### config.mk
export PLATFORM = sky130hd
export DESIGN_NAME = smart_home_multizone
export DESIGN_NICKNAME = d
export VERILOG_FILES = /design/src/rtl/smart_home_pkg.sv /design/src/rtl/zone_thermostat.sv /design/src/rtl/smart_home_multizone.sv
export SDC_FILE = /design/constraint.sdc
export NUM_CORES = 1
export LEC_CHECK = 0
export CELL_PAD_IN_SITES_DETAIL_PLACEMENT = 0
export CELL_PAD_IN_SITES_GLOBAL_PLACEMENT = 2
export CORE_MARGIN = 1
export CORE_UTILIZATION = 33
export CTS_BUF_LIST = sky130_fd_sc_hd__clkbuf_2
export DETAILED_ROUTE_END_ITERATION = 10
export PLACE_DENSITY = 0.95
export SETUP_SLACK_MARGIN = 0.02
export SYNTH_ARGS = -nofsm -noshare
export SYNTH_HDL_FRONTEND = slang
export SYNTH_SLANG_ARGS = --single-unit
export TNS_END_PERCENT = 50
### constraint.sdc
create_clock -name clk -period 4.2 [get_ports clk]
set_input_delay 0.84 -clock clk [delete_from_list [all_inputs] [get_ports clk]]
set_output_delay 0.84 -clock clk [all_outputs]
set_load 0.1 [all_outputs]
### src/rtl/smart_home_pkg.sv
// Shared types and helpers for the multizone smart-home controller.
// Zone state encoding and the colour sequencer's step function.
package smart_home_pkg;

  typedef enum logic [1:0] {
    IDLE = 2'b00,
    HEAT = 2'b01,
    COOL = 2'b10
  } zone_state_t;

  localparam logic [2:0] COLOUR_FIRST = 3'b001;
  localparam logic [2:0] COLOUR_LAST  = 3'b110;

  // 000 and 111 are not in the cycle; both recover to the first colour.
  function automatic logic [2:0] next_colour(input logic [2:0] c);
    logic [2:0] n;
    n = COLOUR_FIRST;
    case (c)
      3'b001, 3'b010, 3'b011, 3'b100, 3'b101: n = c + 3'd1;
      COLOUR_LAST:                            n = COLOUR_FIRST;
      default:                                n = COLOUR_FIRST;
    endcase
    return n;
  endfunction

endpackage

### src/rtl/zone_thermostat.sv
// One hysteresis thermostat zone with a minimum-dwell timer in HEAT/COOL.
// state | meaning
// IDLE  | neither heater nor cooler driven; dwell held at 0
// HEAT  | heater on; may leave once warm enough and dwell has saturated
// COOL  | cooler on; may leave once cool enough and dwell has saturated
module zone_thermostat
  import smart_home_pkg::*;
#(
  parameter int TEMP_W    = 5,
  parameter int HEAT_ON   = 18,
  parameter int HEAT_OFF  = 20,
  parameter int COOL_ON   = 22,
  parameter int COOL_OFF  = 20,
  parameter int MIN_DWELL = 4
) (
  input  logic              clk,
  input  logic              rst,
  input  logic              en,
  input  logic [TEMP_W-1:0] temp,
  output logic              heating,
  output logic              cooling
);

  localparam int DW = $clog2(MIN_DWELL + 1);
  localparam logic [DW-1:0]     DWELL_MAX  = DW'(MIN_DWELL);
  localparam logic [TEMP_W-1:0] T_HEAT_ON  = TEMP_W'(HEAT_ON);
  localparam logic [TEMP_W-1:0] T_HEAT_OFF = TEMP_W'(HEAT_OFF);
  localparam logic [TEMP_W-1:0] T_COOL_ON  = TEMP_W'(COOL_ON);
  localparam logic [TEMP_W-1:0] T_COOL_OFF = TEMP_W'(COOL_OFF);

  zone_state_t   state, state_nxt;
  logic [DW-1:0] dwell, dwell_nxt;
  logic          dwell_done;

  assign dwell_done = (dwell == DWELL_MAX);

  always_comb begin
    state_nxt = state;
    case (state)
      IDLE: begin
        if (!en)                     state_nxt = IDLE;
        else if (temp <= T_HEAT_ON)  state_nxt = HEAT;
        else if (temp >= T_COOL_ON)  state_nxt = COOL;
        else                         state_nxt = IDLE;
      end
      HEAT: begin
        if (!en || (temp >= T_HEAT_OFF && dwell_done)) state_nxt = IDLE;
      end
      COOL: begin
        if (!en || (temp <= T_COOL_OFF && dwell_done)) state_nxt = IDLE;
      end
      default: state_nxt = IDLE;
    endcase
  end

  // Entry into HEAT/COOL always comes from IDLE, where dwell is already 0.
  always_comb begin
    dwell_nxt = '0;
    if (state != IDLE && state_nxt != IDLE)
      dwell_nxt = dwell_done ? dwell : dwell + 1'b1;
  end

  always_ff @(posedge clk or negedge rst) begin
    if (!rst) begin
      state <= IDLE;
      dwell <= '0;
    end else begin
      state <= state_nxt;
      dwell <= dwell_nxt;
    end
  end

  assign heating = (state == HEAT);
  assign cooling = (state == COOL);

endmodule

### src/rtl/smart_home_multizone.sv
// Multizone smart-home controller: N_ZONES independent thermostats plus a
// shared push-button RGB colour sequencer.
module smart_home_multizone
  import smart_home_pkg::*;
#(
  parameter int TEMP_W    = 5,
  parameter int N_ZONES   = 2,
  parameter int HEAT_ON   = 18,
  parameter int HEAT_OFF  = 20,
  parameter int COOL_ON   = 22,
  parameter int COOL_OFF  = 20,
  parameter int MIN_DWELL = 4
) (
  input  logic                      clk,
  input  logic                      rst,
  input  logic                      button,
  input  logic [N_ZONES*TEMP_W-1:0] temperature,
  input  logic [N_ZONES-1:0]        zone_en,
  output logic [N_ZONES-1:0]        heating,
  output logic [N_ZONES-1:0]        cooling,
  output logic [2:0]                colour
);

  if (!(N_ZONES >= 1 && MIN_DWELL >= 1 &&
        HEAT_ON < HEAT_OFF && HEAT_OFF <= COOL_OFF &&
        COOL_OFF < COOL_ON && COOL_ON < (2 ** TEMP_W))) begin : g_param_check
    $error("smart_home_multizone: illegal threshold/parameter set");
  end

  for (genvar z = 0; z < N_ZONES; z++) begin : g_zone
    zone_thermostat #(
      .TEMP_W    (TEMP_W),
      .HEAT_ON   (HEAT_ON),
      .HEAT_OFF  (HEAT_OFF),
      .COOL_ON   (COOL_ON),
      .COOL_OFF  (COOL_OFF),
      .MIN_DWELL (MIN_DWELL)
    ) u_zone (
      .clk     (clk),
      .rst     (rst),
      .en      (zone_en[z]),
      .temp    (temperature[z*TEMP_W +: TEMP_W]),
      .heating (heating[z]),
      .cooling (cooling[z])
    );
  end

  logic button_q;

  // One colour step per press, no matter how long the button is held.
  always_ff @(posedge clk or negedge rst) begin
    if (!rst) begin
      button_q <= 1'b0;
      colour   <= 3'b000;
    end else begin
      button_q <= button;
      if (button && !button_q)
        colour <= next_colour(colour);
    end
  end

endmodule

==> run_results.csv, run 1 <==
group,metric,value,unit
pwr,p_seq_share,34.5,%
pwr,vdd_ir_drop_max,0.212,mV
worst_setup_path,slowest_delay,1.15,ns
pwr,power_frac_clock,12.1,%
pwr,switchingPower,258,µW
worst_setup_path,cp.required,3.36,ns
pwr,leakage,0.532,nW
worst_setup_path,r2r_slack,2.45,ns
yosys,async_flop_share,100,%
sta,tns,0,ns
cts,cts-root-buf,"clkbuf_2",
worst_setup_path,worst_ep_arrival_time,2.03,ns
placed_design,dpl.hpwl,1280,µm
global_route,grt_overflow,0,
worst_setup_path,critPathTopFamily,"buffers and inverters",
pwr,p_comb_share,53.4,%
floorplan,die_y,54.4,µm
drt,viasPerCell,4.88,
cts,path_clk_slew,0.14,ns
yosys,yosysMostFrequentCell,"dfrtp_1",
yosys,synth_area,906,µm²
final_layout,n_fill_cell,253,
drt,drc,0,
run_status,status,"complete, no violations",
sta,timing.slew.headroom,35.6,%
worst_setup_path,cp-startpoint,"g_zone[1].u_zone.state[0]",
floorplan,die_w,54.4,µm
final_layout,syn2layout_area_growth,26.1,%
cts,cts_max_path_buffers,2,
cts,cts.sinks,14,
cts,htreeDepth,1,
sta,fin_crit_sh,68.3,%
sta,max_freq,349,MHz
cts,cts_tree,"built",
worst_setup_path,worstSetupPathType,"reg2out",
global_route,grt_util_all_layers,12.3,%
worst_setup_path,crit_cells,2,
worst_setup_path,crit_path_max_fanout,5,
cts,ctsResizeCount,0,
final_layout,num-nets-final,138,
sta,final_hold_viol_count,0,
floorplan,die_area,2960,µm²
yosys,syn_avg_cell_area,9.74,µm²
pwr,switching_share,49.3,%
yosys,synth_area_leaders,"dfrtp_1 39%, ha_1 11%, nor2b_1 4.8%, nor3_1 3.3%, buf_4 3.3%",
floorplan,ioPinCount,22,
yosys,syn_nets,116,
final_layout,drive_above_1_share,7.02,%
cts,cts_setup_buffers,0,
yosys,yosysTopAreaCell,"dfrtp_1",
yosys,ys_seq_elements,14,
global_route,grt_max_degree,15,
global_route,antenna_found_initial,0,
drt,avgRoutedWirePerCell,11.0,µm
sta,rsz0062_at_grt,"false",
placed_design,gp_congestion,0.749,
yosys,synth_cells,93,
yosys,synth_common_cells,"14 x dfrtp_1, 8 x ha_1, 7 x inv_1, 7 x nor2b_1",
pwr,p_int,265,µW
worst_setup_path,crit_path_top_delay_cell,"clkdlybuf4s50_1",
drt,firstDrtPassIters,4,
sta,worst_clock_skew,0.00889,ns
worst_setup_path,worst_setup_path_start_kind,"flop",
drt,wirelength,1580,µm
yosys,synth-warning-count,0,
yosys,synth-edff-count,0,
hold_path,hold_depth,1,
hold_path,min_path_type,"reg2reg",
worst_setup_path,path_cells,"nor2b_1 -> clkdlybuf4s50_1",
global_route,grt_pass1_wl,2620,µm
run,max_cap_violations,0,
worst_setup_path,critPathCaptureType,"output port",
drt,num_vias,702,
sta,setup_viol,0,
pwr,power.density,458,nW/µm²
sta,worstMarginPinSlew,0.964,ns
cts,clkLatencyLatePin,0.27,ns
global_route,first_global_vias,667,
yosys,synth_cell_type_count,31,
drt,antenna_left,0,
yosys,synth_flop_cell,"dfrtp_1",
worst_setup_path,worst_r2r_endpoint,"g_zone[1].u_zone.dwell[0]",
worst_setup_path,r2r-start,"g_zone[1].u_zone.dwell[0]",
floorplan,core,2540,µm²
cts,numCtsBuffers,3,
worst_setup_path,reg2reg_depth,6,
final_layout,fin_cells,144,
sta,layout_min_cycle_time,2.87,ns
worst_setup_path,endpoint,"cooling[1]",
sta,final_max_slew_viol_count,0,
drt,drt_iter0_drc,7,
placed_design,port-buffer-count,21,
floorplan,num_rows,18,
yosys,yosysSeqAreaShare,38.7,%
floorplan,start_util,35.6,%
placed_design,dp.cells,140,
final_layout,diodes,0,
cts,holdBufCountCts,0,
sta,whs,0.548,ns
worst_setup_path,critPathBufInv,1,
yosys,synth.top_cell.area_share,38.7,%
==> per-stage QoR <==
step | area (µm²) | setup WS, ns | power (mW) | utilization [%]
2_1_floorplan | 906 | 2.17 | 0.397 | -
3_3_place_gp | 1120 | 1.66 | 0.462 | 44.1
3_5_place_dp | 1120 | 1.65 | 0.464 | 44.1
4_1_cts | 1140 | 1.31 | 0.530 | 44.9
5_1_grt | 1140 | 1.26 | 0.560 | 44.9
6_report | 1140 | 1.33 | 0.523 | 44.9
==> sequential cells by signal (all words and copies together), names as in the netlist <==
name / flops
button_q: 1
g_zone.u_zone.state: 4
colour: 3
g_zone.u_zone.dwell: 6
==> cell type report <==
cell class              count  area, µm²  share of cell area, %
clock inverters             1       3.75                  0.329
multi-input cells          68        499                   43.7
repair buffers             21        210                   18.4
inverters                   7       26.3                   2.30
flip-flops and latches     14        350                   30.7
well taps                  30       37.5                   3.29
clock buffers               3       15.0                   1.31
==> layer usage <==
layer / track usage (%) / wire length [µm]
met5: 0 / 0
met4: 5.13 / 0
met3: 2.50 / 48
met2: 20.5 / 758
met1: 15.2 / 773
==> power by group through the flow <==
stage | Clock (mW) | Combinational (mW) | Sequential (mW)
after floorplan | 0 | 0.120 | 0.276
after global placement | 0 | 0.280 | 0.182
after detailed placement | 0 | 0.280 | 0.184
after CTS | 0.0681 | 0.281 | 0.181
after global routing | 0.0749 | 0.301 | 0.185
final | 0.0634 | 0.279 | 0.180
==> worst reg2reg max path, stage by stage, from the launching register on <==
cell and delay, ns:
dfrtp_1 0.43, inv_1 0.07, ha_1 0.15, nand2_1 0.14, o311a_1 0.39, a311oi_2 0.35, nor3_1 0.09
==> logic make-up (layout without fill, tap and decap cells) <==
logic type | after synthesis | count (layout) | share of synthesized area (%)
AO/OA/AOI/OAI | 19 | 19 | 17.0
XOR/XNOR | 2 | 2 | 1.93
adder cells (fa/ha/maj) | 8 | 8 | 11.1
buffers and inverters | 11 | 32 | 6.22
flip-flops | 14 | 14 | 38.7
multiplexers | 2 | 2 | 2.21
AND/OR/NAND/NOR | 37 | 37 | 22.9
==> cell usage in the layout (no fill, tap or decap), drive strengths merged, types with 2 or more instances in the layout <==
| cell type | netlist | routed |
|---|---|---|
| nor2 | 6 | 6 |
| a21oi | 3 | 3 |
| o311a | 2 | 2 |
| nand3b | 3 | 3 |
| o211a | 2 | 2 |
| clkbuf | 0 | 3 |
| mux2i | 2 | 2 |
| a21o | 3 | 3 |
| xnor2 | 2 | 2 |
| clkdlybuf4s50 | 0 | 21 |
| and2 | 3 | 3 |
| and3 | 2 | 2 |
| nor3 | 6 | 6 |
| nor2b | 7 | 7 |
| nand2 | 4 | 4 |
| inv | 7 | 7 |
| o21ai | 3 | 3 |
| ha | 8 | 8 |
| dfrtp | 14 | 14 |
==> worst min path at each step <==
stage               startpoint  slack (ns)   endpoint
floorplan                  rst        0.54   button_q
global placement     colour[2]        0.52  colour[2]
detailed placement   colour[2]        0.53  colour[2]
CTS                  colour[2]        0.55  colour[2]
global route         colour[2]        0.58  colour[2]
finish               colour[2]        0.55  colour[2]
No activity file was read; power rests on OpenSTA's default activity.
==> run 2: changes to the inputs <==
- CORE_UTILIZATION: 33 -> 28
- PLACE_DENSITY: 0.95 -> 0.89
- clock period: 4.2 -> 2.5 ns (I/O delays scaled with it)
==> run 2 against run 1 <==
  * Global-route usage down 0.97 points
  * Via count up 5.3%
  * Clock skew down 0.0015 ns
  * Count of clock-buffer cells in the layout unchanged
  * Worst setup slack worse by 0.60 ns
  * Wire length up 2.6%
  * Largest power group unchanged
  * Worst hold slack about the same
  * Combinational power up 65%
  * Register-to-register slack worse by 1.7 ns
  * Critical path type is now in2reg
  * Final area unchanged
  * Flip-flop and latch count unchanged
  * Sequential power up 69%
==> run_results.csv, run 2 (synthesis gave the netlist of run 1 again) <==
group,metric,value,unit
final_layout,fin_util,37.4,%
final_layout,largest_reg_flops,6,
floorplan,core,3050,µm²
drt,drt_iter0_drc,17,
run_status,status,"complete, no violations",
pwr,vdd_ir_drop_max,0.402,mV
final_layout,final_cell_mix,"14 x dfrtp_1, 14 x clkdlybuf4s50_1, 8 x ha_1",
worst_setup_path,critPathCaptureType,"flop",
cts,cts_tree,"built",
sta,setup_viol,0,
cts,cts_setup_buffers,0,
cts,ctsResizeCount,0,
cts,htreeDepth,1,
worst_setup_path,worst_r2r_endpoint,"g_zone[1].u_zone.dwell[1]",
cts,path_clk_slew,0.13,ns
placed_design,gp_congestion,0.775,
placed_design,dpl.hpwl,1320,µm
floorplan,start_util,29.7,%
cts,holdBufCountCts,0,
drt,num_vias,739,
drt,viasPerCell,4.68,
drt,avgRoutedWirePerCell,10.3,µm
floorplan,ioPinCount,22,
final_layout,drive_above_1_share,13.2,%
worst_setup_path,cp-startpoint,"temperature[6]",
sta,worstMarginPinSlew,0.632,ns
final_layout,top_register,"g_zone.u_zone.dwell",
worst_setup_path,r2r-start,"g_zone[1].u_zone.dwell[0]",
global_route,first_global_vias,738,
floorplan,num_rows,20,
global_route,grt_util_all_layers,11.3,%
sta,worst_clock_skew,0.00744,ns
hold_path,worstHoldStart,"colour[2]",
final_layout,syn2layout_area_growth,26.1,%
floorplan,die_area,3470,µm²
cts,cts_max_path_buffers,2,
final_layout,num-nets-final,138,
drt,wirelength,1620,µm
global_route,grt_pass1_wl,2950,µm
worst_setup_path,reg2reg_depth,6,
hold_path,min_path_type,"reg2reg",
sta,final_hold_viol_count,0,
sta,rsz0062_at_grt,"false",
floorplan,die_w,58.9,µm
drt,antenna_left,0,
worst_setup_path,cp.required,2.66,ns
final_layout,diodes,0,
worst_setup_path,worst_setup_path_start_kind,"primary input",
cts,cts-root-buf,"clkbuf_2",
sta,final_max_slew_viol_count,0,
run,max_cap_violations,0,
drt,drc,0,
final_layout,n_fill_cell,347,
pwr,leakage,0.542,nW
cts,clkLatencyLatePin,0.27,ns
drt,firstDrtPassIters,3,
worst_setup_path,r2r_slack,0.80,ns
sta,fin_crit_sh,70.8,%
sta,layout_min_cycle_time,1.77,ns
floorplan,die_y,58.9,µm
global_route,grt_max_degree,15,
hold_path,worstHoldEndpoint,"colour[2]",
sta,tns,0,ns
placed_design,port-buffer-count,21,
cts,cts.sinks,14,
pwr,power.density,761,nW/µm²
global_route,grt_overflow,0,
hold_path,hold_depth,1,
worst_setup_path,worst_ep_arrival_time,1.93,ns
worst_setup_path,crit_path_max_fanout,3,
final_layout,biggestRegsByFlops,"g_zone.u_zone.dwell (6), g_zone.u_zone.state (4), colour (3)",
sta,timing.slew.headroom,57.7,%
worst_setup_path,worstSetupPathType,"in2reg",
cts,numCtsBuffers,3,
sta,max_freq,565,MHz
global_route,antenna_found_initial,0,
run 2: cell count changes in the layout (fill, tap and decap cells not counted):
cell             before  now
clkdlybuf4s50_1      21   14
buf_4                 0    7
run 2: critical path, stage by stage:
cell and delay (ns):
clkdlybuf4s50_1 0.43, o211a_1 0.23, o311a_1 0.37, a311oi_2 0.32, nor3_1 0.09
run 2: layer usage:
metal,track usage (%),vias to the layer above,routed length (µm)
met5,0,-,0
met4,4.08,0,13
met3,2.64,2,85
met2,20.5,18,771
met1,12.9,347,751
li1,-,372,-
run 2: worst max path at each step:
stage	end	slack (ns)	cells after the start
3_5_place_dp	g_zone[1].u_zone.dwell[0]	0.42	5
4_1_cts	g_zone[1].u_zone.dwell[0]	0.73	5
2_1_floorplan	colour[1]	0.47	5
3_3_place_gp	g_zone[1].u_zone.dwell[1]	0.46	5
6_report	g_zone[1].u_zone.dwell[1]	0.73	5
5_1_grt	cooling[1]	0.65	2
run 2: area by class of cell:
cell class / count / area [µm²] / area share, %
Multi-Input combinational cell: 68 / 499 / 43.7
Clock buffer: 3 / 15.0 / 1.31
Sequential cell: 14 / 350 / 30.7
Inverter: 7 / 26.3 / 2.30
Clock inverter: 1 / 3.75 / 0.329
Tap cell: 44 / 55.1 / 4.82
Timing Repair Buffer: 21 / 193 / 16.9
run 2: where the power goes:
part	switching (mW)	leakage (nW)	internal [mW]
combinational	0.320	0.346	0.140
clock	0.0710	0.0140	0.0347
sequential	0.0424	0.182	0.261
total	0.433	0.542	0.436
run 2: stage by stage:
step                      worst slack (ns)  hold WS [ns]  power [mW]  instance area, µm²  instances
after floorplan                      0.469         0.204       0.667                 906         93
after global placement               0.456         0.524       0.766                1120        154
after CTS                            0.731         0.552       0.881                1140        158
final                                0.730         0.548       0.870                1140        158
after global routing                 0.654         0.599       0.937                1140        158
after detailed placement             0.423         0.529       0.773                1120        154
==> run 3: changes to the inputs <==
- clock period: 2.5 -> 1.4 ns (I/O delays scaled with it)
==> run 3 against run 2 <==
  * The flow now finishes with violations (negative setup slack)
  * Critical path depth rose by 1
  * Power rose by 140%
  * Register-to-register slack lost 0.98 ns
  * Cell count rose by 13%
  * First-iteration DRC count grew 29%
  * Clock power increased by 72%
  * Worst setup slack got worse by 0.91 ns
  * Die area unchanged
  * Sequential share of layout area down 7.4 points
  * Global-route usage is 2.0 points higher
  * Core utilization is 13 points higher
==> run_results.csv, run 3 (synthesis gave the netlist of run 1 again) <==
group,metric,value,unit
run_status,status,"complete, but fails checks",
run_status,failed_checks,"negative setup slack",
final_layout,final_cell_mix,"18 x buf_4, 13 x clkdlybuf4s50_1, 10 x dfrtp_1",
final_layout,num-nets-final,159,
sta,fin_crit_sh,113,%
cts,cts_tree,"built",
worst_setup_path,crit_path_max_fanout,3,
drt,antenna_left,0,
drt,avgRoutedWirePerCell,11.9,µm
sta,setup_viol,10,
worst_setup_path,critPathCaptureType,"flop",
cts,numCtsBuffers,3,
pwr,switchingPower,927,µW
drt,wl_met2,1150,µm
placed_design,dpl.hpwl,1620,µm
final_layout,largest_reg_flops,6,
pwr,power_frac_clock,8.8,%
final_layout,fin_cells,179,
placed_design,dp.cells,169,
worst_setup_path,worstSetupPathType,"reg2reg",
worst_setup_path,worst_r2r_endpoint,"g_zone[0].u_zone.dwell[0]",
drt,wirelength,2130,µm
drt,drc,0,
cts,path_clk_slew,0.13,ns
drt,drt_iter0_drc,22,
floorplan,num_rows,20,
sta,worst_clock_skew,0.00277,ns
drt,viasPerCell,4.60,
cts,htreeDepth,1,
worst_setup_path,reg2reg_depth,6,
sta,rsz0062_at_grt,"true",
drt,num_vias,823,
final_layout,top_register,"g_zone.u_zone.dwell",
floorplan,ioPinCount,22,
worst_setup_path,r2r-start,"g_zone[0].u_zone.dwell[0]",
floorplan,die_y,58.9,µm
pwr,switching_share,45.0,%
drt,firstDrtPassIters,3,
run,max_cap_violations,0,
placed_design,gp_congestion,0.775,
global_route,grt_util_all_layers,13.3,%
worst_setup_path,worst_setup_path_start_kind,"flop",
global_route,antenna_found_initial,0,
floorplan,die_area,3470,µm²
cts,holdBufCountCts,0,
drt,drt-met1-wl,868,µm
pwr,vdd_ir_drop_max,0.983,mV
pwr,p_int,1.14,mW
final_layout,syn2layout_area_growth,70.7,%
final_layout,diodes,0,
worst_setup_path,r2r_slack,-0.18,ns
pwr,p_comb_share,62.7,%
sta,final_hold_viol_count,0,
cts,cts.sinks,14,
cts,cts_max_path_buffers,2,
sta,timing.slew.headroom,83.3,%
pwr,leakage,0.705,nW
sta,layout_setup_ws,-0.184,ns
placed_design,place_area,1360,µm²
drt,met3_length,100,µm
placed_design,port-buffer-count,21,
sta,tns,-0.869,ns
sta,worstMarginPinSlew,0.250,ns
sta,layout_min_cycle_time,1.58,ns
cts,clkLatencyLatePin,0.26,ns
floorplan,start_util,29.7,%
final_layout,drive_above_1_share,43.0,%
global_route,grt_max_degree,15,
global_route,grt_overflow,0,
floorplan,core,3050,µm²
worst_setup_path,worst_ep_arrival_time,1.74,ns
sta,final_max_slew_viol_count,0,
global_route,grt_pass1_wl,3520,µm
final_layout,fin_area,1550,µm²
floorplan,die_w,58.9,µm
pwr,power.density,1330,nW/µm²
hold_path,min_path_type,"in2async",
drt,highest_layer,"met4",
final_layout,final_common_cell,"buf_4",
sta,max_freq,632,MHz
worst_setup_path,cp.required,1.56,ns
final_layout,biggestRegsByFlops,"g_zone.u_zone.dwell (6), g_zone.u_zone.state (4), colour (3)",
pwr,p_seq_share,28.5,%
cts,cts-root-buf,"clkbuf_2",
global_route,first_global_vias,834,
-- run 3: cell type report --
type | count | area (µm²)
Fill cell | 288 | 1510
Multi-Input combinational cell | 68 | 634
Timing Repair Buffer | 42 | 452
Sequential cell | 14 | 360
Tap cell | 44 | 55.1
Inverter | 7 | 26.3
Clock buffer | 3 | 15.0
Clock inverter | 1 | 3.75
-- run 3: worst max-delay path by stage --
stage	startpoint	end	cells past startpoint
floorplan	colour[0]	colour[1]	4
global placement	temperature[1]	g_zone[0].u_zone.dwell[1]	5
detailed placement	temperature[1]	g_zone[0].u_zone.dwell[0]	5
CTS	g_zone[0].u_zone.dwell[0]	g_zone[0].u_zone.dwell[0]	6
global route	g_zone[0].u_zone.dwell[0]	g_zone[0].u_zone.dwell[0]	6
finish	g_zone[0].u_zone.dwell[0]	g_zone[0].u_zone.dwell[0]	6
-- run 3: layer usage --
metal	up-vias	global-route usage [%]
met5	-	0
met4	0	3.06
met3	2	4.40
met2	19	24.7
met1	386	14.7
li1	416	-
-- run 3: metrics by stage --
stage          power [mW]  worst slack, ns  util, %  hold WS (ns)
3_3_place_gp         1.69           -0.387     44.4         0.531
2_1_floorplan        1.25           -0.133        -       -0.0156
5_1_grt              2.19           -0.276     50.7         0.280
4_1_cts              1.95           -0.203     46.8         0.293
6_report             2.06           -0.184     50.7         0.320
3_5_place_dp         1.72           -0.456     44.4         0.548
-- run 3: power by group through the flow --
| stage | sequential (mW) | clock [mW] | combinational (mW) |
|---|---|---|---|
| 2_1_floorplan | 0.867 | 0 | 0.387 |
| 3_3_place_gp | 0.576 | 0 | 1.11 |
| 3_5_place_dp | 0.581 | 0 | 1.14 |
| 4_1_cts | 0.573 | 0.202 | 1.17 |
| 5_1_grt | 0.599 | 0.217 | 1.37 |
| 6_report | 0.587 | 0.182 | 1.29 |
-- run 3: what timing repair did --
| action | 4_1_cts | 5_1_grt |
|---|---|---|
| hold endpoints to repair | 0 | 0 |
| endpoints found under the setup margin | 15 | 17 |
| buffers inserted | 3 | 3 |
| resized for setup | 10 | 17 |
| pin swaps | 3 | 6 |
-- run 3: critical path, cell delays in order, from the launching register on --
cell and delay (ns):
dfrtp_1 0.42, inv_1 0.07, ha_2 0.18, nand2_2 0.06, a221o_1 0.34, a221oi_4 0.32, nor3_1 0.09
